$ cat src/rtl/stopwatch_sequencer.sv
// stopwatch_sequencer
// Run/pause control and one-second timebase for the stopwatch counter chain.
// Turns single-cycle command pulses (start, stop, clear, lap) into a four-state
// machine, divides clk down to a one-cycle-per-second count enable, captures
// lap times from the live minutes/seconds and picks live or frozen time for
// the display. CLKS_PER_SEC must be 2 or more.
module stopwatch_sequencer #(
  parameter int CLKS_PER_SEC = 50_000_000
) (
  input  logic       clk,
  input  logic       rst,
  input  logic       start,
  input  logic       stop,
  input  logic       clear,
  input  logic       lap,
  input  logic [7:0] minutes,
  input  logic [5:0] seconds,
  output logic       tick_en,
  output logic       clr,
  output logic [1:0] status,
  output logic [7:0] disp_minutes,
  output logic [5:0] disp_seconds,
  output logic [3:0] lap_count
);

  // The prescaler must be able to hold CLKS_PER_SEC-1.
  localparam int PW = (CLKS_PER_SEC > 2) ? $clog2(CLKS_PER_SEC) : 1;
  localparam logic [PW-1:0] PRESC_MAX = PW'(CLKS_PER_SEC - 1);

  // The encoding is visible on the status port, so it is fixed here.
  typedef enum logic [1:0] {
    ST_IDLE    = 2'b00,
    ST_RUNNING = 2'b01,
    ST_PAUSED  = 2'b10,
    ST_LAP     = 2'b11
  } state_t;

  state_t          r_state;
  logic [PW-1:0]   r_presc;
  logic            r_clr;
  logic [7:0]      r_lap_min;
  logic [5:0]      r_lap_sec;
  logic [3:0]      r_lap_count;

  logic            w_counting;
  logic            w_tick;
  logic            w_capture;

  // The prescaler advances in both counting states; LAP keeps time running.
  assign w_counting = (r_state == ST_RUNNING) || (r_state == ST_LAP);

  // NOTE: tick is decoded purely from registers, so the enable to the seconds
  // counter is glitch-free and has no combinational path from the command pins.
  assign w_tick = w_counting && (r_presc == PRESC_MAX);

  // A lap is taken from RUNNING, or re-taken in LAP when no stronger command
  // (clear, stop, start) is present in the same cycle.
  assign w_capture = !clear && !stop && lap &&
                     ((r_state == ST_RUNNING) || ((r_state == ST_LAP) && !start));

  // State machine, prescaler, clear pulse and lap registers in one process.
  always_ff @(posedge clk) begin
    // NOTE: every state element here uses non-blocking assignment so all
    // registers update together from the values sampled on this edge.
    if (rst || clear) begin
      // Reset and clear behave alike: back to IDLE, partial second dropped,
      // laps forgotten, and a one-cycle clr so the counters zero as well.
      r_state     <= ST_IDLE;
      r_presc     <= '0;
      r_clr       <= 1'b1;
      r_lap_min   <= '0;
      r_lap_sec   <= '0;
      r_lap_count <= '0;
    end else begin
      r_clr <= 1'b0;

      // Holds in PAUSED so a resume keeps the partial second; in IDLE it
      // was zeroed on entry and simply stays there.
      if (w_counting) begin
        r_presc <= w_tick ? '0 : r_presc + PW'(1);
      end

      unique case (r_state)
        ST_IDLE: begin
          if (start) r_state <= ST_RUNNING;
        end
        ST_RUNNING: begin
          if (stop)     r_state <= ST_PAUSED;
          else if (lap) r_state <= ST_LAP;
        end
        ST_LAP: begin
          if (stop)       r_state <= ST_PAUSED;
          else if (start) r_state <= ST_RUNNING;
        end
        ST_PAUSED: begin
          if (start) r_state <= ST_RUNNING;
        end
        default: r_state <= ST_IDLE;
      endcase

      // Live inputs are sampled before the counters see this cycle's tick,
      // so a capture coinciding with a tick records the pre-increment time.
      if (w_capture) begin
        r_lap_min <= minutes;
        r_lap_sec <= seconds;
        if (r_lap_count != 4'hF) r_lap_count <= r_lap_count + 4'd1;
      end
    end
  end

  assign tick_en      = w_tick;
  assign clr          = r_clr;
  assign status       = r_state;
  assign lap_count    = r_lap_count;
  assign disp_minutes = (r_state == ST_LAP) ? r_lap_min : minutes;
  assign disp_seconds = (r_state == ST_LAP) ? r_lap_sec : seconds;

endmodule

$ cat config.mk
export PLATFORM = sky130hd
export DESIGN_NAME = stopwatch_sequencer
export DESIGN_NICKNAME = d
export VERILOG_FILES = /design/src/rtl/stopwatch_sequencer.sv
export SDC_FILE = /design/constraint.sdc
export NUM_CORES = 1
export LEC_CHECK = 0
export BUFFER_PORTS_ARGS = -buffer_cell sky130_fd_sc_hd__buf_2
export CAP_MARGIN = 20
export CORE_UTILIZATION = 25
export CTS_BUF_LIST = sky130_fd_sc_hd__clkbuf_16
export DETAILED_ROUTE_END_ITERATION = 7
export GPL_ROUTABILITY_DRIVEN = 0
export PLACE_DENSITY = 0.5
export SYNTH_ARGS = -nofsm -noshare
export SYNTH_HDL_FRONTEND = slang
export SYNTH_SLANG_ARGS = --single-unit
$ cat constraint.sdc
create_clock -name clk -period 3.75 [get_ports clk]
set_clock_uncertainty 0.15 [all_clocks]
set_input_delay 0.5625 -clock clk [delete_from_list [all_inputs] [get_ports clk]]
set_output_delay 0.5625 -clock clk [all_outputs]
set_load 0.005 [all_outputs]
* Word level (Yosys, flattened, before mapping)
Index checks and enable logic that the tools add are counted.
** Word-level totals
- Flip-flop bits (word level) :: 47
- Bits in latches :: 0
- RAM bits :: 0
- Bits in read-only memories :: 0
- Input port bits :: 20
- Output and inout bits :: 22
- Logic and storage cells :: 37
- Memories kept :: 0
** Cells by class
- $add $sub $neg :: 2
- $mul :: 0
- Div/mod/pow operators :: 0
- $lt $le $gt $ge :: 0
- Equal/unequal tests :: 6
- Shift-type cells :: 0
- Multiplexer cells :: 9
- Bitwise gates (word level) :: 0
- Reductions and logical operators :: 14
** Operator list (count)
- $add A26 B1 Y26 const B :: 1
- $eq A26 B26 Y1 const B :: 1
- $mux W26 :: 1
- $mux W2 :: 4
- $mux W8 :: 1
- $mux W6 :: 1
- $pmux W2 S3 :: 1
- $logic_and A1 B1 Y1 :: 5
- $add A4 B1 Y4 const B :: 1
- $eq A2 B2 Y1 const B :: 2
- $ne A4 B4 Y1 const B :: 1
- $logic_not A1 Y1 :: 3
- $logic_or A1 B1 Y1 :: 3
- $ne A3 B3 Y1 const B :: 1
- $eq A2 B1 Y1 const B :: 1
- $logic_not A2 Y1 :: 1
- $reduce_and A2 Y1 :: 1
- $reduce_or A2 Y1 :: 1
- $mux W1 :: 1

* Logic depth before layout (Yosys ltp)
Gate-level depths: netlist (run 1).
- Depth after elaboration :: 5
- Mapped depth :: 6
- Depth with buffers taken out :: 5

* Worst setup path before layout (run 1)
Ideal clock, no wire load.
- Path kind :: flip-flop to output port
- Start :: reg r_state[0] (netlist: status[0])
- End :: out disp_minutes[2]
- Arrival time :: 1.403 ns
- Required time :: 3.037 ns
- Setup slack :: 1.634 ns
- Stages on the path, launching flop included :: 5
- Cell sequence :: dfxtp_1 clkbuf_1 nand2_1 buf_1 mux2_2
** Between the ends
- Longest elaborated chain between the ends :: 2
** Ends and longest elaborated chain
- from (decl) :: line 38 : state_t r_state;
- from (signal assigned) :: line 68 : r_state <= ST_IDLE;
- from (signal assigned) :: line 85 : if (start) r_state <= ST_RUNNING;
- from (signal assigned) :: line 88 : if (stop) r_state <= ST_PAUSED;
- $eq A2 B2 Y1 :: line 115 : assign disp_minutes = (r_state == ST_LAP) ? r_lap_min : minutes;
- $mux W8 :: line 115
- to (decl) :: line 21 : output logic [7:0] disp_minutes,
Every way passes these cells.

* Worst setup path after layout (run 1)
- Start :: reg r_state[0] (netlist: status[0])
- End :: out disp_seconds[1]
** Between the ends
- Longest elaborated chain between the ends :: 2
** Ends and longest elaborated chain
- $eq A2 B2 Y1 :: line 116 : assign disp_seconds = (r_state == ST_LAP) ? r_lap_sec : seconds;
- $mux W6 :: line 116
- to (decl) :: line 22 : output logic [5:0] disp_seconds,
Every way passes these cells.

==> results of run 1 <==
-- worst max-delay path, cell delays in order (launching register included) --
cell,delay [ps]
dfxtp_1,560
nand2_1,460
mux2_2,420
buf_2,130
-- flip-flops by register name, indices dropped and copies added, names as in the netlist --
signal and count:
r_lap_min 8, r_lap_sec 6, status 2, lap_count 4
clr 1, r_presc 26
-- where the power goes --
group	switching (mW)	internal, mW	total [mW]
clock	0.178	0.239	0.418
combinational	0.0235	0.0235	0.0471
sequential	0.00269	0.501	0.504
-- cell usage after synthesis --
master / instances / area [sq um]
a211oi_1: 1 / 7.51
a21oi_1: 31 / 155
a31oi_1: 1 / 6.26
and2_1: 2 / 12.5
and3_1: 3 / 18.8
and4_1: 4 / 35.0
and4_2: 1 / 10.0
buf_1: 1 / 3.75
buf_2: 1 / 5.00
buf_6: 1 / 11.3
clkbuf_1: 10 / 37.5
dfxtp_1: 47 / 941
ha_1: 2 / 25.0
inv_1: 2 / 7.51
mux2_2: 14 / 158
mux2i_1: 1 / 10.0
nand2_1: 27 / 101
nand2b_1: 3 / 18.8
nand3_1: 25 / 125
nand4_1: 8 / 50.1
nand4_2: 1 / 12.5
nor2_1: 16 / 60.1
nor2b_1: 2 / 12.5
nor3_1: 3 / 15.0
nor4_1: 1 / 6.26
nor4b_1: 3 / 26.3
nor4bb_1: 2 / 20.0
o211ai_1: 1 / 7.51
o21ai_0: 12 / 60.1
o21bai_1: 1 / 7.51
o31ai_1: 4 / 30.0
or2_2: 1 / 6.26
or3_1: 10 / 62.6
or4_1: 5 / 37.5
or4_4: 1 / 11.3
xnor2_1: 7 / 61.3
xor2_1: 5 / 43.8
-- cell families after synthesis --
| family | Yosys count |
|---|---|
| AO/OA/AOI/OAI | 51 |
| XOR/XNOR | 12 |
| adder cells (fa/ha/maj) | 2 |
| buffers and inverters | 15 |
| flip-flops | 47 |
| multiplexers | 15 |
| AND/OR/NAND/NOR | 118 |
-- per-stage QoR --
stage,utilization (%),std cells,power (mW),setup slack [ps]
after floorplan,-,260,0.538,1630
after global placement,29.1,398,0.562,1290
after detailed placement,29.1,398,0.562,1220
after CTS,30.6,404,0.981,1160
after global routing,30.6,404,1.00,999
final,30.6,404,0.969,1190
-- area by class of cell --
cell class / count / area (sq um)
Fill cell: 958 / 6020
Multi-Input combinational cell: 198 / 1220
Sequential cell: 47 / 941
Timing Repair Buffer: 43 / 220
Tap cell: 108 / 135
Clock buffer: 5 / 125
Clock inverter: 1 / 7.51
Inverter: 2 / 7.51
-- per-layer routing --
layer,vias to the layer above,wire length [um]
met5,-,0
met4,0,78
met3,10,267
met2,58,2160
met1,893,2480
li1,1014,-
-- worst paths after layout --
| kind | slack [ps] | start | cells after the start | to |
|---|---|---|---|---|
| max reg2reg | 1360 | status[0]$_SDFFE_PP0P_ | 5 | lap_count[3]$_SDFFE_PP0P_ |
| min reg2reg | 300 | r_lap_sec[5]$_SDFFE_PP0P_ | 2 | r_lap_sec[5]$_SDFFE_PP0P_ |
| max | 1190 | status[0]$_SDFFE_PP0P_ | 3 | disp_seconds[1] |
| min | 300 | r_lap_sec[5]$_SDFFE_PP0P_ | 2 | r_lap_sec[5]$_SDFFE_PP0P_ |
==> qor_table.md, run 1 <==
| Quantity | This run | Unit |
|:---|:---|:---|
| Run status | complete, no violations | - |
| Crit path DAT | 1850 | ps |
| Critical path required time | 3040 | ps |
| Highest clock rate | 390 | MHz |
| Critical path launch point type | register | - |
| DRT Pass-1 Iters | 4 | - |
| DIE HEIGHT | 96.2 | um |
| Kind of critical path | reg2out | - |
| Layer with the highest usage after global routing | met2 | - |
| Placeable Area | 0.00868 | sq mm |
| Initial core utilization | 25.6 | % |
| Wire length per cell after detailed routing | 12.3 | um |
| Io pins | 42 | - |
| Unrepaired setup endpoints after global routing | false | - |
| Synthesized net count | 282 | - |
| Global routing usage summed across all routing layers | 11.9 | % |
| Final setup violating endpoints | 0 | - |
| Count of final max-slew check failures | 0 | - |
| Met3 usage | 2.69 | % |
| Accumulated negative setup slack | 0 | ps |
| Synth warn | 0 | - |
| Share of the clock period used by the worst path | 68.4 | % |
| Latest clock arrival within the worst-skew pair | 280 | ps |
| Standby leakage power | 0.880 | nW |
| Detailed-route via count | 1975 | - |
| Nature of the critical path endpoint | output port | - |
| Resized Gates After CTS | 0 | - |
| Global Route met1 Usage | 15.7 | % |
| Worst hold-check slack | 301 | ps |
| Hold_buf cts | 0 | - |
| Synth Area in Compound Gates | 12.3 | % |
| Area added between synthesis and finish | 19.7 | % |
| Final net count | 319 | - |
| Largest family of logic cells by synthesized area | simple AND/OR/NAND/NOR gates | - |
| Gate count after technology mapping | 260 | - |
| Kind of path behind the tightest hold check | reg2reg | - |
| Port Buffers | 41 | - |
| Crit-path max FO | 15 | - |
| H-tree level count | 2 | - |
| Post-synthesis average cell area | 8.54 | sq um |
| Number of storage elements in the synthesis netlist | 47 | - |
| Longest Clk Path Bufs | 2 | - |
| Residual antenna-violating net count after detailed routing | 0 | - |
| Violation count after the first detailed-route iteration | 78 | - |
| DR DRC count | 0 | - |
| CTS root buffer | clkbuf_16 | - |
| Total congestion overflow | 0 | - |
| Number of global-route vias before repair | 1861 | - |
| MaxCap Viol Count | 0 | - |
| Clock tree from TritonCTS | yes | - |
| TritonCTS sink count | 47 | - |
| Power density normalized to cell area | 365 | mW/mm^2 |
| X dimension of the die | 96.2 | um |
| Tightest slew margin relative to the limit | 61.0 | % |
| Most used cells in the layout excluding fill and tap cells | dfxtp_1, buf_2, a21oi_1 | - |
| Share of synthesized cell area in and, or, nand and nor gates | 28.9 | % |
| Adder and majority gate portion of the synthesized area | 1.13 | % |
| First-pass GRT wire length | 8510 | um |
| Multiplexer share of the synthesized area | 7.55 | % |
| Die outline area | 0.00926 | sq mm |
| Clock transition at the register clock pins on the worst setup and hold paths after CTS | 60 | ps |
| Diodes inserted | 0 | - |
| Initial antenna violation count | 0 | - |
| Worst VDD drop | 0.147 | mV |
| Final HPWL DP | 3500 | um |
| Pin count of the biggest net entering global routing | 26 | - |
| Share of post-route cells with drive strength above 1 | 23.0 | % |
| Post-CTS Setup Repair Bufs | 0 | - |
| Ratio of routed vias to standard cells | 4.89 | - |
| Post-layout instance area | 0.00266 | sq mm |
| Worst-margin pin slew | 584 | ps |
| Routed wire length | 4990 | um |
| Placement-stage cell area | 0.00252 | sq mm |
| Proportion of synthesized chip area in sequential cells | 42.4 | % |
| Standard-cell rows | 34 | - |
| Min Clock Period, post-route | 2560 | ps |
| Post-Synthesis Cell Area | 0.00222 | sq mm |
| Synthesized-area fraction occupied by xor and xnor cells | 4.74 | % |
| Global-route track usage on met2 | 18.8 | % |
| Most frequent standard cell in the layout excluding fill and tap cells | dfxtp_1 | - |
| Number of CTS-inserted buffers | 5 | - |
| Final Hold Violating Endpoints | 0 | - |
| Count of unique library cells instantiated by Yosys | 37 | - |
No activity file was read; power rests on OpenSTA's default activity.
==> run 2, diff against run 1 <==
==> constraint.sdc (replaced) <==
create_clock -name clk -period 2.65 [get_ports clk]
set_clock_uncertainty 0.15 [all_clocks]
set_input_delay 0.3975 -clock clk [delete_from_list [all_inputs] [get_ports clk]]
set_output_delay 0.3975 -clock clk [all_outputs]
set_load 0.005 [all_outputs]
==> run 2 against run 1 <==
Sequential power up 41%. Wire length up 3.4%. Critical path depth unchanged. Via count up 1.2%. Combinational power up 43%. Critical endpoint is now disp_minutes[7]. Power up 44%. Final cell count up 0.99%.
==> qor_table.md, run 2 (synthesis results as in run 1) <==
| Quantity | This run | Unit |
|:---|:---|:---|
| Part of the power in registers | 51.3 | % |
| Io pins | 42 | - |
| Non-filler instance count after layout | 408 | - |
| H-tree level count | 2 | - |
| Combinational power share | 4.8 | % |
| Initial antenna violation count | 0 | - |
| DIE HEIGHT | 96.2 | um |
| Biggest cell delay along the critical path | 560 | ps |
| Detailed-route via count | 1999 | - |
| Kind of path behind the tightest hold check | in2reg | - |
| Post-CTS Setup Repair Bufs | 0 | - |
| Fillers | 985 | - |
| Final Hold Violating Endpoints | 0 | - |
| Min Clock Period, post-route | 2400 | ps |
| Clock tree from TritonCTS | yes | - |
| Biggest regs | r_presc (26), r_lap_min (8), r_lap_sec (6) | - |
| Share of post-route cells with drive strength above 1 | 23.3 | % |
| Accumulated negative setup slack | 0 | ps |
| Crit path DAT | 1850 | ps |
| Ratio of routed vias to standard cells | 4.90 | - |
| Placement-stage cell area | 0.00254 | sq mm |
| Routed wire length | 5150 | um |
| Number of placed instances, taps included | 400 | - |
| Number of global-route vias before repair | 1949 | - |
| Most used cells in the layout excluding fill and tap cells | dfxtp_1, buf_2, a21oi_1 | - |
| Nature of the critical path endpoint | output port | - |
| Run status | complete, no violations | - |
| Number of cells traversed by the worst register-to-register path | 4 | - |
| Standard-cell rows | 34 | - |
| Latest clock arrival within the worst-skew pair | 290 | ps |
| Worst VDD drop | 0.301 | mV |
| Kind of critical path | reg2out | - |
| Internal Dissipation | 1.09 | mW |
| Clock network power share | 43.9 | % |
| Worst-margin pin slew | 584 | ps |
| Global routing usage summed across all routing layers | 12.3 | % |
| Worst hold-check slack | 181 | ps |
| CTS root buffer | clkbuf_16 | - |
| Hold_buf cts | 0 | - |
| Clock transition at the register clock pins on the worst setup and hold paths after CTS | 70 | ps |
| Crit-path max FO | 15 | - |
| Hold depth | 2 | - |
| Count of final max-slew check failures | 0 | - |
| Pin count of the biggest net entering global routing | 26 | - |
| Max reg flops | 26 | - |
| Diodes inserted | 0 | - |
| Most frequent standard cell in the layout excluding fill and tap cells | dfxtp_1 | - |
| Final HPWL DP | 3610 | um |
| Longest Clk Path Bufs | 2 | - |
| Post-layout instance area | 0.00268 | sq mm |
| TritonCTS sink count | 47 | - |
| Total congestion overflow | 0 | - |
| Unrepaired setup endpoints after global routing | false | - |
| Wire length per cell after detailed routing | 12.6 | um |
| Critical path required time | 2100 | ps |
| Placeable Area | 0.00868 | sq mm |
| Highest clock rate | 417 | MHz |
| Net switching share of the total power | 21.8 | % |
| Tightest slew margin relative to the limit | 61.0 | % |
| DR DRC count | 0 | - |
| Switching power | 303 | uW |
| Register name with the most flops | r_presc | - |
| Port Buffers | 41 | - |
| MaxCap Viol Count | 0 | - |
| Crit-path slowest cell | dfxtp_1 | - |
| DRT Pass-1 Iters | 4 | - |
| Critical path launch point type | register | - |
| Residual antenna-violating net count after detailed routing | 0 | - |
| Power density normalized to cell area | 519 | mW/mm^2 |
| Final setup violating endpoints | 0 | - |
| Standby leakage power | 0.899 | nW |
| Number of CTS-inserted buffers | 5 | - |
| Share of the clock period used by the worst path | 90.6 | % |
| Initial core utilization | 25.6 | % |
| Final net count | 321 | - |
| Violation count after the first detailed-route iteration | 51 | - |
| Overall Power | 1.39 | mW |
| Sequence of cells on the critical path | nand2_1, mux2_2, buf_2 | - |
| Die outline area | 0.00926 | sq mm |
| Resized Gates After CTS | 0 | - |
| Area added between synthesis and finish | 20.7 | % |
| X dimension of the die | 96.2 | um |
| First-pass GRT wire length | 8870 | um |
==> run 2: cell types whose count changed in the layout (fill, tap and decap cells not counted), sizes merged <==
cell | previous run | this run
inv | 2 | 3
clkinv | 0 | 2
buf | 43 | 45
clkinvlp | 1 | 0
==> run 2: power by group through the flow <==
stage          logic (mW)  registers, mW  clock network, mW
6_report           0.0672          0.713              0.611
5_1_grt            0.0745          0.713              0.658
4_1_cts            0.0683          0.713              0.633
3_5_place_dp       0.0679          0.729                  0
3_3_place_gp       0.0683          0.729                  0
2_1_floorplan      0.0341          0.727                  0
==> run 2: path summary, 6_finish.rpt <==
kind | start | end | slack (ps)
worst max-delay path | status[0]$_SDFFE_PP0P_ | disp_minutes[7] | 250
worst max register to register | status[0]$_SDFFE_PP0P_ | r_presc[20]$_SDFFE_PP0P_ | 480
worst min-delay path | stop | status[0]$_SDFFE_PP0P_ | 180
worst min register to register | r_lap_sec[5]$_SDFFE_PP0P_ | r_lap_sec[5]$_SDFFE_PP0P_ | 300
==> run 2: worst max-delay path, delay by kind of cell (launching register included) <==
family                 cells  cell delay [ps]
multiplexers               1              420
flip-flops                 1              560
buffers and inverters      1              130
AND/OR/NAND/NOR            1              460
==> run 2: stage by stage <==
stage	utilization, %	setup WS (ps)
after floorplan	-	667
after global placement	29.3	550
after detailed placement	29.3	491
after CTS	30.9	227
after global routing	30.9	112
final	30.9	249
==> run 2: cell type report <==
class                      count  area, sq um  share of cell area, %
tap                          108          135                   5.04
multi-input combinational    198         1220                   45.5
clock buffer                   5          125                   4.67
sequential                    47          941                   35.1
clock inverter                 3         16.3                  0.607
inverter                       2         7.51                  0.280
timing repair buffer          45          235                   8.78
==> run 2: layer usage <==
metal  track usage (%)  part of all wire [%]
met5                 0                     0
met4              4.60                   1.3
met3              3.32                   5.4
met2              20.9                    47
met1              14.7                    47
